`config.mk`:
```
export PLATFORM = sky130hd
export DESIGN_NAME = mod_cnt_flat
export DESIGN_NICKNAME = d
export VERILOG_FILES = /design/src/rtl/mod_cnt_pkg.sv /design/src/rtl/mod_cnt_if.sv /design/src/rtl/mod_cnt_next.sv /design/src/rtl/mod_cnt.sv /design/src/flat_wrapper.sv
export SDC_FILE = /design/constraint.sdc
export NUM_CORES = 1
export LEC_CHECK = 0
export CORE_MARGIN = 10
export CORE_UTILIZATION = 55
export CTS_BUF_LIST = sky130_fd_sc_hd__clkbuf_8
export DETAILED_ROUTE_END_ITERATION = 7
export PLACE_DENSITY_LB_ADDON = 0.12
export SKIP_LAST_GASP = 1
export SLEW_MARGIN = 20
export SYNTH_ARGS = -nofsm -noshare
export SYNTH_HDL_FRONTEND = slang
export SYNTH_SLANG_ARGS = --single-unit
```
`constraint.sdc`:
```
create_clock -name clk -period 4.5 [get_ports clk]
set_input_delay 0.9 -clock clk [delete_from_list [all_inputs] [get_ports clk]]
set_output_delay 0.9 -clock clk [all_outputs]
set_load 0.05 [all_outputs]
```
`src/rtl/mod_cnt_pkg.sv`:
```
// Shared types for the modulo counter: boundary behaviour selector.
package cnt_pkg;
  typedef enum logic {CNT_WRAP = 1'b0, CNT_SAT = 1'b1} cnt_mode_t;
endpackage

```
`src/rtl/mod_cnt_if.sv`:
```
// Control and status bundle of the modulo counter; master drives controls, slave is the counter.
interface mod_cnt_if #(parameter int WIDTH = 8);
  import cnt_pkg::*;

  logic             clr;
  logic             load;
  logic [WIDTH-1:0] load_val;
  logic             en;
  logic             up;
  logic [WIDTH-1:0] step;
  cnt_mode_t        mode;
  logic             ovf_clr;
  logic [WIDTH-1:0] count;
  logic             tc;
  logic             bnd;
  logic             ovf;

  modport master (
    output clr, load, load_val, en, up, step, mode, ovf_clr,
    input  count, tc, bnd, ovf
  );

  modport slave (
    input  clr, load, load_val, en, up, step, mode, ovf_clr,
    output count, tc, bnd, ovf
  );
endinterface

```
`src/rtl/mod_cnt_next.sv`:
```
// Next-count and boundary-event logic for one enabled counting step.
module mod_cnt_next
  import cnt_pkg::*;
#(
  parameter int     WIDTH   = 8,
  parameter longint MODULUS = longint'(1) << WIDTH
) (
  input  logic [WIDTH-1:0] count_i,
  input  logic             up_i,
  input  logic [WIDTH-1:0] step_i,
  input  cnt_mode_t        mode_i,
  output logic [WIDTH-1:0] nxt_o,
  output logic             evt_o
);
  localparam logic [WIDTH:0]   MOD_W = MODULUS[WIDTH:0];
  localparam logic [WIDTH-1:0] MAX_C = WIDTH'(MODULUS - 1);

  logic [WIDTH:0] cnt_x;
  logic [WIDTH:0] step_x;
  logic [WIDTH:0] step_m;
  logic [WIDTH:0] sum_x;

  // One extra bit keeps count+step and count+MODULUS exact before any compare.
  assign cnt_x  = {1'b0, count_i};
  assign step_x = {1'b0, step_i};
  assign step_m = step_x % MOD_W;
  assign sum_x  = cnt_x + step_x;

  always_comb begin
    nxt_o = count_i;
    evt_o = 1'b0;
    if (step_i == '0) begin
      nxt_o = count_i;
    end else if (up_i) begin
      if (sum_x < MOD_W) begin
        nxt_o = WIDTH'(sum_x);
      end else begin
        evt_o = 1'b1;
        if (mode_i == CNT_SAT) begin
          nxt_o = MAX_C;
        end else if (cnt_x + step_m >= MOD_W) begin
          nxt_o = WIDTH'(cnt_x + step_m - MOD_W);
        end else begin
          nxt_o = WIDTH'(cnt_x + step_m);
        end
      end
    end else begin
      if (step_x <= cnt_x) begin
        nxt_o = WIDTH'(cnt_x - step_x);
      end else begin
        evt_o = 1'b1;
        if (mode_i == CNT_SAT) begin
          nxt_o = '0;
        end else if (step_m <= cnt_x) begin
          nxt_o = WIDTH'(cnt_x - step_m);
        end else begin
          nxt_o = WIDTH'(cnt_x + MOD_W - step_m);
        end
      end
    end
  end
endmodule

```
`src/rtl/mod_cnt.sv`:
```
// Modulo up/down counter with wrap/saturate modes, boundary pulse and sticky overflow flag.
module mod_cnt
  import cnt_pkg::*;
#(
  parameter int     WIDTH   = 8,
  parameter longint MODULUS = longint'(1) << WIDTH
) (
  input  logic      clk,
  input  logic      rst_n,
  mod_cnt_if.slave  bus
);
  localparam logic [WIDTH:0]   MOD_W = MODULUS[WIDTH:0];
  localparam logic [WIDTH-1:0] MAX_C = WIDTH'(MODULUS - 1);

  if (WIDTH < 2 || WIDTH > 32) begin : g_bad_width
    $error("mod_cnt: WIDTH must be 2..32");
  end
  if (MODULUS < 2 || MODULUS > (longint'(1) << WIDTH)) begin : g_bad_modulus
    $error("mod_cnt: MODULUS must be 2..2**WIDTH");
  end

  logic [WIDTH-1:0] count_q, count_d;
  logic             bnd_q, ovf_q;
  logic [WIDTH-1:0] nxt;
  logic             evt;
  logic             evt_d;

  mod_cnt_next #(
    .WIDTH   (WIDTH),
    .MODULUS (MODULUS)
  ) u_next (
    .count_i (count_q),
    .up_i    (bus.up),
    .step_i  (bus.step),
    .mode_i  (bus.mode),
    .nxt_o   (nxt),
    .evt_o   (evt)
  );

  // clr and load win over en and never count as boundary events.
  always_comb begin
    count_d = count_q;
    evt_d   = 1'b0;
    if (bus.clr) begin
      count_d = '0;
    end else if (bus.load) begin
      count_d = ({1'b0, bus.load_val} < MOD_W) ? bus.load_val : MAX_C;
    end else if (bus.en) begin
      count_d = nxt;
      evt_d   = evt;
    end
  end

  always_ff @(posedge clk or negedge rst_n) begin
    if (!rst_n) begin
      count_q <= '0;
      bnd_q   <= 1'b0;
      ovf_q   <= 1'b0;
    end else begin
      count_q <= count_d;
      bnd_q   <= evt_d;
      if (evt_d) begin
        ovf_q <= 1'b1;
      end else if (bus.ovf_clr) begin
        ovf_q <= 1'b0;
      end
    end
  end

  assign bus.count = count_q;
  assign bus.bnd   = bnd_q;
  assign bus.ovf   = ovf_q;
  assign bus.tc    = bus.up ? (count_q == MAX_C) : (count_q == '0);
endmodule

```
`src/flat_wrapper.sv`:
```
// flat-port wrapper written by rule: the top's interface ports become plain ports
module mod_cnt_flat import cnt_pkg::*;
#(
  parameter int     WIDTH   = 8,
  parameter longint MODULUS = longint'(1) << WIDTH
)
  (clk, rst_n, bus_clr, bus_load, bus_load_val, bus_en, bus_up, bus_step, bus_mode, bus_ovf_clr, bus_count, bus_tc, bus_bnd, bus_ovf);
  mod_cnt_if #(.WIDTH(WIDTH)) bus_i ();
  input  logic clk;
  input  logic rst_n;
  input wire logic [$bits(bus_i.clr)-1:0] bus_clr;
  input wire logic [$bits(bus_i.load)-1:0] bus_load;
  input wire logic [$bits(bus_i.load_val)-1:0] bus_load_val;
  input wire logic [$bits(bus_i.en)-1:0] bus_en;
  input wire logic [$bits(bus_i.up)-1:0] bus_up;
  input wire logic [$bits(bus_i.step)-1:0] bus_step;
  input wire logic [$bits(bus_i.mode)-1:0] bus_mode;
  input wire logic [$bits(bus_i.ovf_clr)-1:0] bus_ovf_clr;
  output wire logic [$bits(bus_i.count)-1:0] bus_count;
  output wire logic [$bits(bus_i.tc)-1:0] bus_tc;
  output wire logic [$bits(bus_i.bnd)-1:0] bus_bnd;
  output wire logic [$bits(bus_i.ovf)-1:0] bus_ovf;
  assign bus_i.clr = bus_clr;
  assign bus_i.load = bus_load;
  assign bus_i.load_val = bus_load_val;
  assign bus_i.en = bus_en;
  assign bus_i.up = bus_up;
  assign bus_i.step = bus_step;
  assign bus_i.mode = bus_mode;
  assign bus_i.ovf_clr = bus_ovf_clr;
  assign bus_count = bus_i.count;
  assign bus_tc = bus_i.tc;
  assign bus_bnd = bus_i.bnd;
  assign bus_ovf = bus_i.ovf;
  mod_cnt #(.WIDTH(WIDTH), .MODULUS(MODULUS)) u_core (.clk(clk), .rst_n(rst_n), .bus(bus_i));
endmodule
```
Word-level counts from Yosys, hierarchy flattened
Cells that the tools add are included.
- register bits: 10
- output and inout port bits: 11
- word-level logic and storage cells: 38
- $add $sub $neg: 5
- magnitude comparators: 3
- equal/unequal tests: 2
- mux-type cells: 20
- reductions and logical operators: 5
- operators by type and width (operator ; count):
    $mux 8 ; 10
    $logic_not 8->1 ; 2
    $sub 8x8->8 ; 2
    $mux 1 ; 10
    $add 8x8->9 ; 1
    $ge 9x9->1 const B ; 1
    $lt 9x9->1 const B ; 1
    $add 8x1->8 const B ; 1
    $eq 8x8->1 const B ; 1
    $le 8x8->1 ; 1
    $sub 8x1->8 const B ; 1
    $ne 3x3->1 const B ; 1
    $reduce_bool 3->1 ; 1
    $reduce_and 2->1 ; 1
    $reduce_bool 2->1 ; 1

Longest topological paths before layout
Gate-level depths: netlist of the first run.
- depth in word-level cells: 10
- depth in mapped cells: 10
- depth with buffers taken out: 10

By module
A second synthesis of the first run with hierarchy kept.
- cells, all modules: 208
- area total of the unflattened synthesis: 1672.9 um2
- modules (own cells, without submodules) (module ; times used ; cells each ; area an instance (um2) ; sequential area each (um2)):
    mod_cnt_next ; 1 ; 159 ; 1106.1 ; 0.0
    mod_cnt ; 1 ; 49 ; 566.8 ; 250.2

Worst setup path after synthesis of the first run
Ideal clock, no wire load.
- path kind: input port to output port
- from: in bus_up
- to: out bus_tc
- data arrival time: 1.805 ns
- setup slack: 1.795 ns
- stages on the path: 4
- buffers on the path: 1
- cell sequence: clkbuf_1 nand3_1 nor3_1 a41o_1
- longest elaborated chain between the ends: 1
- RTL lines (element ; RTL line ; text):
    start, declared ; flat_wrapper.sv:15 ; input wire logic [$bits(bus_i.up)-1:0] bus_up;
    $mux 1 ; mod_cnt.sv:73 ; assign bus.tc = bus.up ? (count_q == MAX_C) : (count_q == '0);
    end, declared ; flat_wrapper.sv:20 ; output wire logic [$bits(bus_i.tc)-1:0] bus_tc;
No other way between the ends.

Worst setup path after layout of the first run
Ends and elaborated chain as after synthesis.

==> results.md, run 1 <==
- Syn nets: 222
- Antenna violations before repair: 0
- Clock Skews: 0.00641 ns
- Area grow syn2layout: 27.2%
- CTS H-tree lvls: 1
- Cts hold-fix bufs: 0
- Status: finished clean
- CTS buffer count: 3
- Setup CP Type: in -> out
- Post-synthesis xor/xnor area fraction: under 10%
- Avg Synthesized Cell Area: ~8 um2
- Maximum number of pins on one net before global-route repair: 16
- # setup viols final: 0
- Top-area cell type share of the netlist area: 17.5%
- Vias per inst: 6.36
- WP depth: 5
- Top FF cell, synth: dfrtp_1
- Required time of the critical path: 3.60 ns
- CTS tree: yes
- Worst VDD drop: between 200 and 250 uV
- Via count: 1539
- Gr usage total: 16.7%
- Starting Density: 57.6%
- Fmax: approximately 0.26 GHz
- Gr ovfl total: 0
- Post-synthesis cell count: 180
- Fin nets: about 260
- R2r setup slk: about 1.8 ns
- Antenna fix cells: 0
- Area fraction in compound gates after synthesis: 30.6%
- Post-CTS resize count: 0
- Biggest area consumer among synthesized cells: dfrtp_1
- Post-Synthesis Cell Area: 0.00143 mm2
- Cell Rows: 18
- Slew @ Worst Pin: 0.755 ns
- Wire per inst: roughly 18 um
- Vias in the first global route: 1486
- TritonRoute pass-1 iters: 4
- DRC viols: 0
- Synth Area in Adders: between 10% and 20%
- Reg-to-Reg End: u_core.bus.count[2]
- Placed cell count: 239
- Slew headroom: 49.3%
- CP Capture Point: bus_tc
- Crit Reg-Reg Startpoint: u_core.bus.count[4]
- Area contributors post-synth: dfrtp_1 18%, ha_1 14%, inv_1 4.5%
- Worst Path Max Fanout: 15
- Final HPWL DP: 3.60 mm
- Share of layout cells above drive strength 1: 6.13%
- Layout Cells excl Fill: 242
- Max-Cap Viols: 0
- Synth unique cells: 54
- DR iter-0 viols: 169
- Synth Area in Simple Gates: 22.5%
- Root Driver: clkbuf_8
- Crit end category: output pin
- Core ar.: roughly 0.0025 mm2
- Crit. Startpoint: bus_up
- Worst-Skew Late Latency: approximately 0.24 ns
- WL final: around 4.4 mm
- Post-synthesis sequential area ratio: between 15 and 20%
- Post-synth EDFFs: 0
- Sink Count: 10
- Cell depth of the worst flop-to-flop path: 7
- Worst path max stage delay: roughly 0.8 ns
- Final GP Congestion: approximately 0.86
- Worst min-delay path category: reg -> reg
- Post-synth ARST share: 100%
- Mux contribution to synthesized area: under 10%
- Yosys warning count: 0
- Part of the cycle the worst path needs: 85.7%
- CP delay by family, top: buffers and inverters
- Slew Viols, Final: 0
- Die width: 70.9 um
- Crit path buf inv count: 2
- PD cells: 239 mW/mm2
- Most frequent CP cell: clkdlybuf4s50_1
- Die Y: just over 70 um
- RSZ-0062 raised after global routing: no
- CP Cell Sequence: clkdlybuf4s50_1, nand3_1, nor3_1, a41o_1, clkdlybuf4s50_1
- Buffers on Ports: 34
- Largest family of logic cells by synthesized area: compound AO/OA/AOI/OAI gates
- Final Hold Viols: 0
- IO Pins: 35
- Worst-path clk slew: 0.04 ns
- Critical Path AT: 2.96 ns
- Post-route ant nets: 0
- Final Critical Period: approximately 3.9 ns
- Slowest CP cell: clkdlybuf4s50_1
- Longest Clk Path Bufs: 2
- Die area: a little over 0.005 mm2
- Synth Register Bits: 10
- Setup Fix Bufs, Post-CTS: 0
- Wire length of the first global-routing pass: 7.11 mm
- Startpoint Class: input pin
- Leak Pwr: 0.805 nW
- Setup TNS Final: 0 ns
-- cells by family (layout without fill, tap and decap cells) --
family,after synthesis,in the layout
buf+inv,24,56
xor+xnor,6,6
fa+ha+maj,18,18
simple gates,62,62
mux,2,2
compound gates,58,58
flops,10,10
-- power by group --
| part | leakage (nW) | switching, mW | internal [mW] |
|---|---|---|---|
| Combinational | 0.650 | 0.135 | 0.0960 |
| Clock | 0.0216 | 0.0328 | 0.0584 |
| Sequential | 0.132 | 0.0135 | 0.0973 |
-- through the flow --
| stage | area [um2] | util (%) | worst slack, ns | hold WS, ns | total power, mW |
|---|---|---|---|---|---|
| 2_1_floorplan | 1430 | - | 1.80 | 0.604 | 0.266 |
| 3_3_place_gp | 1770 | 71.6 | 0.739 | 0.517 | 0.333 |
| 3_5_place_dp | 1770 | 71.6 | 0.684 | 0.526 | 0.339 |
| 4_1_cts | 1820 | 73.3 | 0.670 | 0.533 | 0.431 |
| 5_1_grt | 1820 | 73.3 | 0.528 | 0.558 | 0.461 |
| 6_report | 1820 | 73.3 | 0.644 | 0.531 | 0.433 |
-- worst register-to-register path, delay by kind of cell (launching register included) --
family	cells	cell delay [ns]
and+or+nand+nor	2	0.27
DFF	1	0.46
adders and majority gates	1	0.51
AOI/OAI and AO/OA	4	1.27
-- synth_stat cells (2+ instances only) --
cell / count
or2_2: 2
nand2b_1: 2
nor2_1: 12
nand4_1: 2
o21ai_0: 4
o21a_1: 3
a31oi_1: 3
o31ai_1: 3
a2111oi_0: 2
a32oi_1: 4
a221oi_1: 3
nor2b_1: 5
o21ai_1: 2
ha_1: 16
dfrtp_1: 10
nand2_1: 15
mux2i_1: 2
a21o_1: 3
inv_1: 17
buf_4: 2
nor3_1: 7
a21oi_1: 12
xnor2_1: 4
xor2_1: 2
o211ai_1: 3
fa_1: 2
or4_1: 3
clkbuf_1: 2
a221o_1: 2
nand3_1: 7
-- layer usage --
layer,track usage [%],up-vias,wire length [um]
li1,-,737,-
met1,21.5,729,1850
met2,27.4,69,2190
met3,3.49,4,325
met4,4.30,0,54
met5,0,-,0
-- registers in the layout, summed over array words and instances, names as in the netlist --
signal	cells
u_core.bus.count	8
u_core.bus.bnd	1
u_core.bus.ovf	1
-- cell type report --
cell class	instances	area (um2)
Tap cell	30	37.5
Sequential cell	10	250
Multi-Input combinational cell	146	1070
Fill cell	199	662
Timing Repair Buffer	35	348
Inverter	18	67.6
Clock buffer	3	41.3
-- worst min path at each step --
stage,start,end,slack (ns),cells after the start
after global placement,u_core.bus.ovf,u_core.bus.ovf,0.52,2
after floorplan,rst_n,u_core.bus.bnd,0.60,0
after CTS,u_core.bus.ovf,u_core.bus.ovf,0.53,2
after detailed placement,u_core.bus.ovf,u_core.bus.ovf,0.53,2
final,u_core.bus.ovf,u_core.bus.ovf,0.53,2
after global routing,u_core.bus.ovf,u_core.bus.ovf,0.56,2
-- placed cells by master, fill, tap and decap left out, types with 2 or more instances in the layout --
cell             netlist  layout
nand2b_1               2       2
o21a_1                 3       3
or4_1                  3       3
inv_1                 17      17
o211ai_1               3       3
a32oi_1                4       4
nor2b_1                5       5
clkbuf_8               0       3
nor2_1                12      12
a31oi_1                3       3
nand2_1               15      15
a2111oi_0              2       2
o31ai_1                3       3
a21o_1                 3       3
a21oi_1               12      12
a221o_1                2       2
xnor2_1                4       4
a221oi_1               3       3
clkdlybuf4s50_1        0      34
xor2_1                 2       2
o21ai_0                4       4
dfrtp_1               10      10
nand3_1                7       7
mux2i_1                2       2
o21ai_1                2       2
nand4_1                2       2
fa_1                   2       2
or2_2                  2       2
ha_1                  16      16
nor3_1                 7       7
(Power assumes the default switching activity.)
==> run 2: changes to the inputs <==
GPL_TIMING_DRIVEN = 0   (was default)
==> run 2 against run 1 <==
  * First-iteration DRC count grew 17%
  * Count of clock-buffer cells in the layout is the same
  * Critical path depth grew 1
  * Sequential share of layout area shrank 0.23 points
  * Combinational power grew 2%
==> results.md, run 2 (synthesized netlist as in run 1, its figures left out) <==
- Final Hold Viols: 0 (unchanged)
- Fin nets: 261 (was 256)
- Final GP Congestion: 0.931 (was 0.863)
- Worst Path Max Fanout: 10 (was 15)
- PD cells: 236 mW/mm2 (was 239 mW/mm2)
- Slew headroom: 56.0% (was 49.3%)
- Die area: 0.00503 mm2 (unchanged)
- Cell Rows: 18 (unchanged)
- Root Driver: clkbuf_8 (unchanged)
- GR peak layer: met2 (unchanged)
- Die width: 70.9 um (unchanged)
- Slew Viols, Final: 0 (unchanged)
- CTS tree: yes (unchanged)
- Wire per inst: 17.6 um (was 18.3 um)
- Die Y: 70.9 um (unchanged)
- CP delay by family, top: buffers and inverters (unchanged)
- Gr usage total: 16.8% (was 16.7%)
- Area grow syn2layout: 29.4% (was 27.2%)
- Maximum number of pins on one net before global-route repair: 11 (was 16)
- Starting Density: 57.6% (unchanged)
- Post-route ant nets: 0 (unchanged)
- Crit end category: output pin (unchanged)
- Clock Skews: 0.000293 ns (was 0.00641 ns)
- TritonRoute pass-1 iters: 4 (unchanged)
- Commonest cells after routing, fill and taps aside: 34 x clkdlybuf4s50_1, 17 x inv_1, 16 x ha_1 (unchanged)
- IO Pins: 35 (unchanged)
- Part of the cycle the worst path needs: 88.5% (was 85.7%)
- Status: finished clean (unchanged)
- Worst min-delay path category: reg -> reg (unchanged)
- CP Cell Sequence: clkdlybuf4s50_1, clkbuf_1, nand3_1, nor3_1, a41o_1, clkdlybuf4s50_1 (was clkdlybuf4s50_1, nand3_1, nor3_1, a41o_1, clkdlybuf4s50_1)
- GR met3 Demand/Resource: 5.16% (was 3.49%)
- # setup viols final: 0 (unchanged)
- Core ar.: 0.00248 mm2 (unchanged)
- Setup CP Type: in -> out (unchanged)
- DR iter-0 viols: 197 (was 169)
- CTS buffer count: 3 (unchanged)
- Number of flip-flops in the largest register: 8 (unchanged)
- Via count: 1576 (was 1539)
- Slowest CP cell: clkdlybuf4s50_1 (unchanged)
- Crit path buf inv count: 3 (was 2)
- RSZ-0062 raised after global routing: no (unchanged)
- Required time of the critical path: 3.60 ns (about the same)
- Final Power: 0.436 mW (was 0.433 mW)
- Setup TNS Final: 0 ns (unchanged)
- GR Util met2: 28.2% (was 27.4%)
- Antenna violations before repair: 0 (unchanged)
- Slew @ Worst Pin: 0.644 ns (was 0.755 ns)
- Post-CTS resize count: 0 (unchanged)
- DRC viols: 0 (unchanged)
- Startpoint Class: input pin (unchanged)
- Met1 Track Usage GR: 20.7% (was 21.5%)
- Longest Clk Path Bufs: 2 (unchanged)
- Most frequent CP cell: clkdlybuf4s50_1 (unchanged)
- Fillers: 202 (was 199)
- Sink Count: 10 (unchanged)
- Worst VDD drop: 257 uV (was 217 uV)
- Critical Path AT: 3.08 ns (was 2.96 ns)
- Post-Route Utilization: 74.5% (was 73.3%)
- Antenna fix cells: 0 (unchanged)
- Max-Cap Viols: 0 (unchanged)
- Worst path max stage delay: 0.81 ns (was 0.80 ns)
- Final HPWL DP: 3.48 mm (was 3.60 mm)
- CTS H-tree lvls: 1 (unchanged)
- Worst-Skew Late Latency: 0.23 ns (was 0.24 ns)
- Buffers on Ports: 34 (unchanged)
- Cts hold-fix bufs: 0 (unchanged)
- Setup Fix Bufs, Post-CTS: 0 (unchanged)
- Most common cell after layout, fill and taps aside: clkdlybuf4s50_1 (unchanged)
- WL final: 4.34 mm (was 4.42 mm)
- Gr ovfl total: 0 (unchanged)
- Fmax: 0.251 GHz (was 0.259 GHz)
- Vias in the first global route: 1528 (was 1486)
- Share of layout cells above drive strength 1: 7.37% (was 6.13%)
- Leak Pwr: 0.822 nW (was 0.805 nW)
- Final Critical Period: 3.98 ns (was 3.86 ns)
- Vias per inst: 6.38 (was 6.36)
- Wire length of the first global-routing pass: 7.18 mm (was 7.11 mm)
- Worst-path clk slew: 0.04 ns (about the same)
[run 2: through the flow]
| step | worst slack, ns | hold slack (ns) | std cells | cell area, um2 |
|---|---|---|---|---|
| 3_3_place_gp | 0.542 | 0.517 | 244 | 1810 |
| 4_1_cts | 0.547 | 0.546 | 247 | 1850 |
| 3_5_place_dp | 0.563 | 0.540 | 244 | 1810 |
| 5_1_grt | 0.400 | 0.575 | 247 | 1850 |
| 2_1_floorplan | 1.80 | 0.604 | 180 | 1430 |
| 6_report | 0.517 | 0.542 | 247 | 1850 |
[run 2: report_power, final]
group          total [mW]  leakage (nW)  internal, mW  switching (mW)
clock              0.0889        0.0216        0.0582          0.0307
combinational       0.236         0.668        0.0997           0.136
sequential          0.111         0.132        0.0973          0.0137
[run 2: area by class of cell]
class	count	area [um2]	area share [%]
Multi-Input combinational cell	146	1070	58.0
Timing Repair Buffer	34	340	18.4
Sequential cell	10	250	13.6
Inverter	18	67.6	3.66
Clock buffer	3	41.3	2.24
Buffer	6	38.8	2.10
Tap cell	30	37.5	2.03
[run 2: routing by layer]
metal  up-vias  share of wire [%]
met4         0                1.5
li1        745                  -
met3        10                 10
met2        85                 48
met5         -                  0
met1       736                 40
[run 2: path summary, 6_finish.rpt]
path                                startpoint  slack (ns)  depth (start not counted)                   to
setup / recovery                        bus_up        0.52                          6               bus_tc
hold / removal                  u_core.bus.ovf        0.54                          2       u_core.bus.ovf
setup reg to reg           u_core.bus.count[0]        1.75                         10  u_core.bus.count[1]
hold reg to reg                 u_core.bus.ovf        0.54                          2       u_core.bus.ovf
max in group asynchronous                rst_n        3.19                          1  u_core.bus.count[0]
min in group asynchronous                rst_n        0.99                          1       u_core.bus.ovf
[run 2: tightest hold or removal path, delay by kind of cell (launching register included)]
kind / cells / cell delay (ns)
buf+inv: 1 / 0.06
flops: 1 / 0.37
compound gates: 1 / 0.07
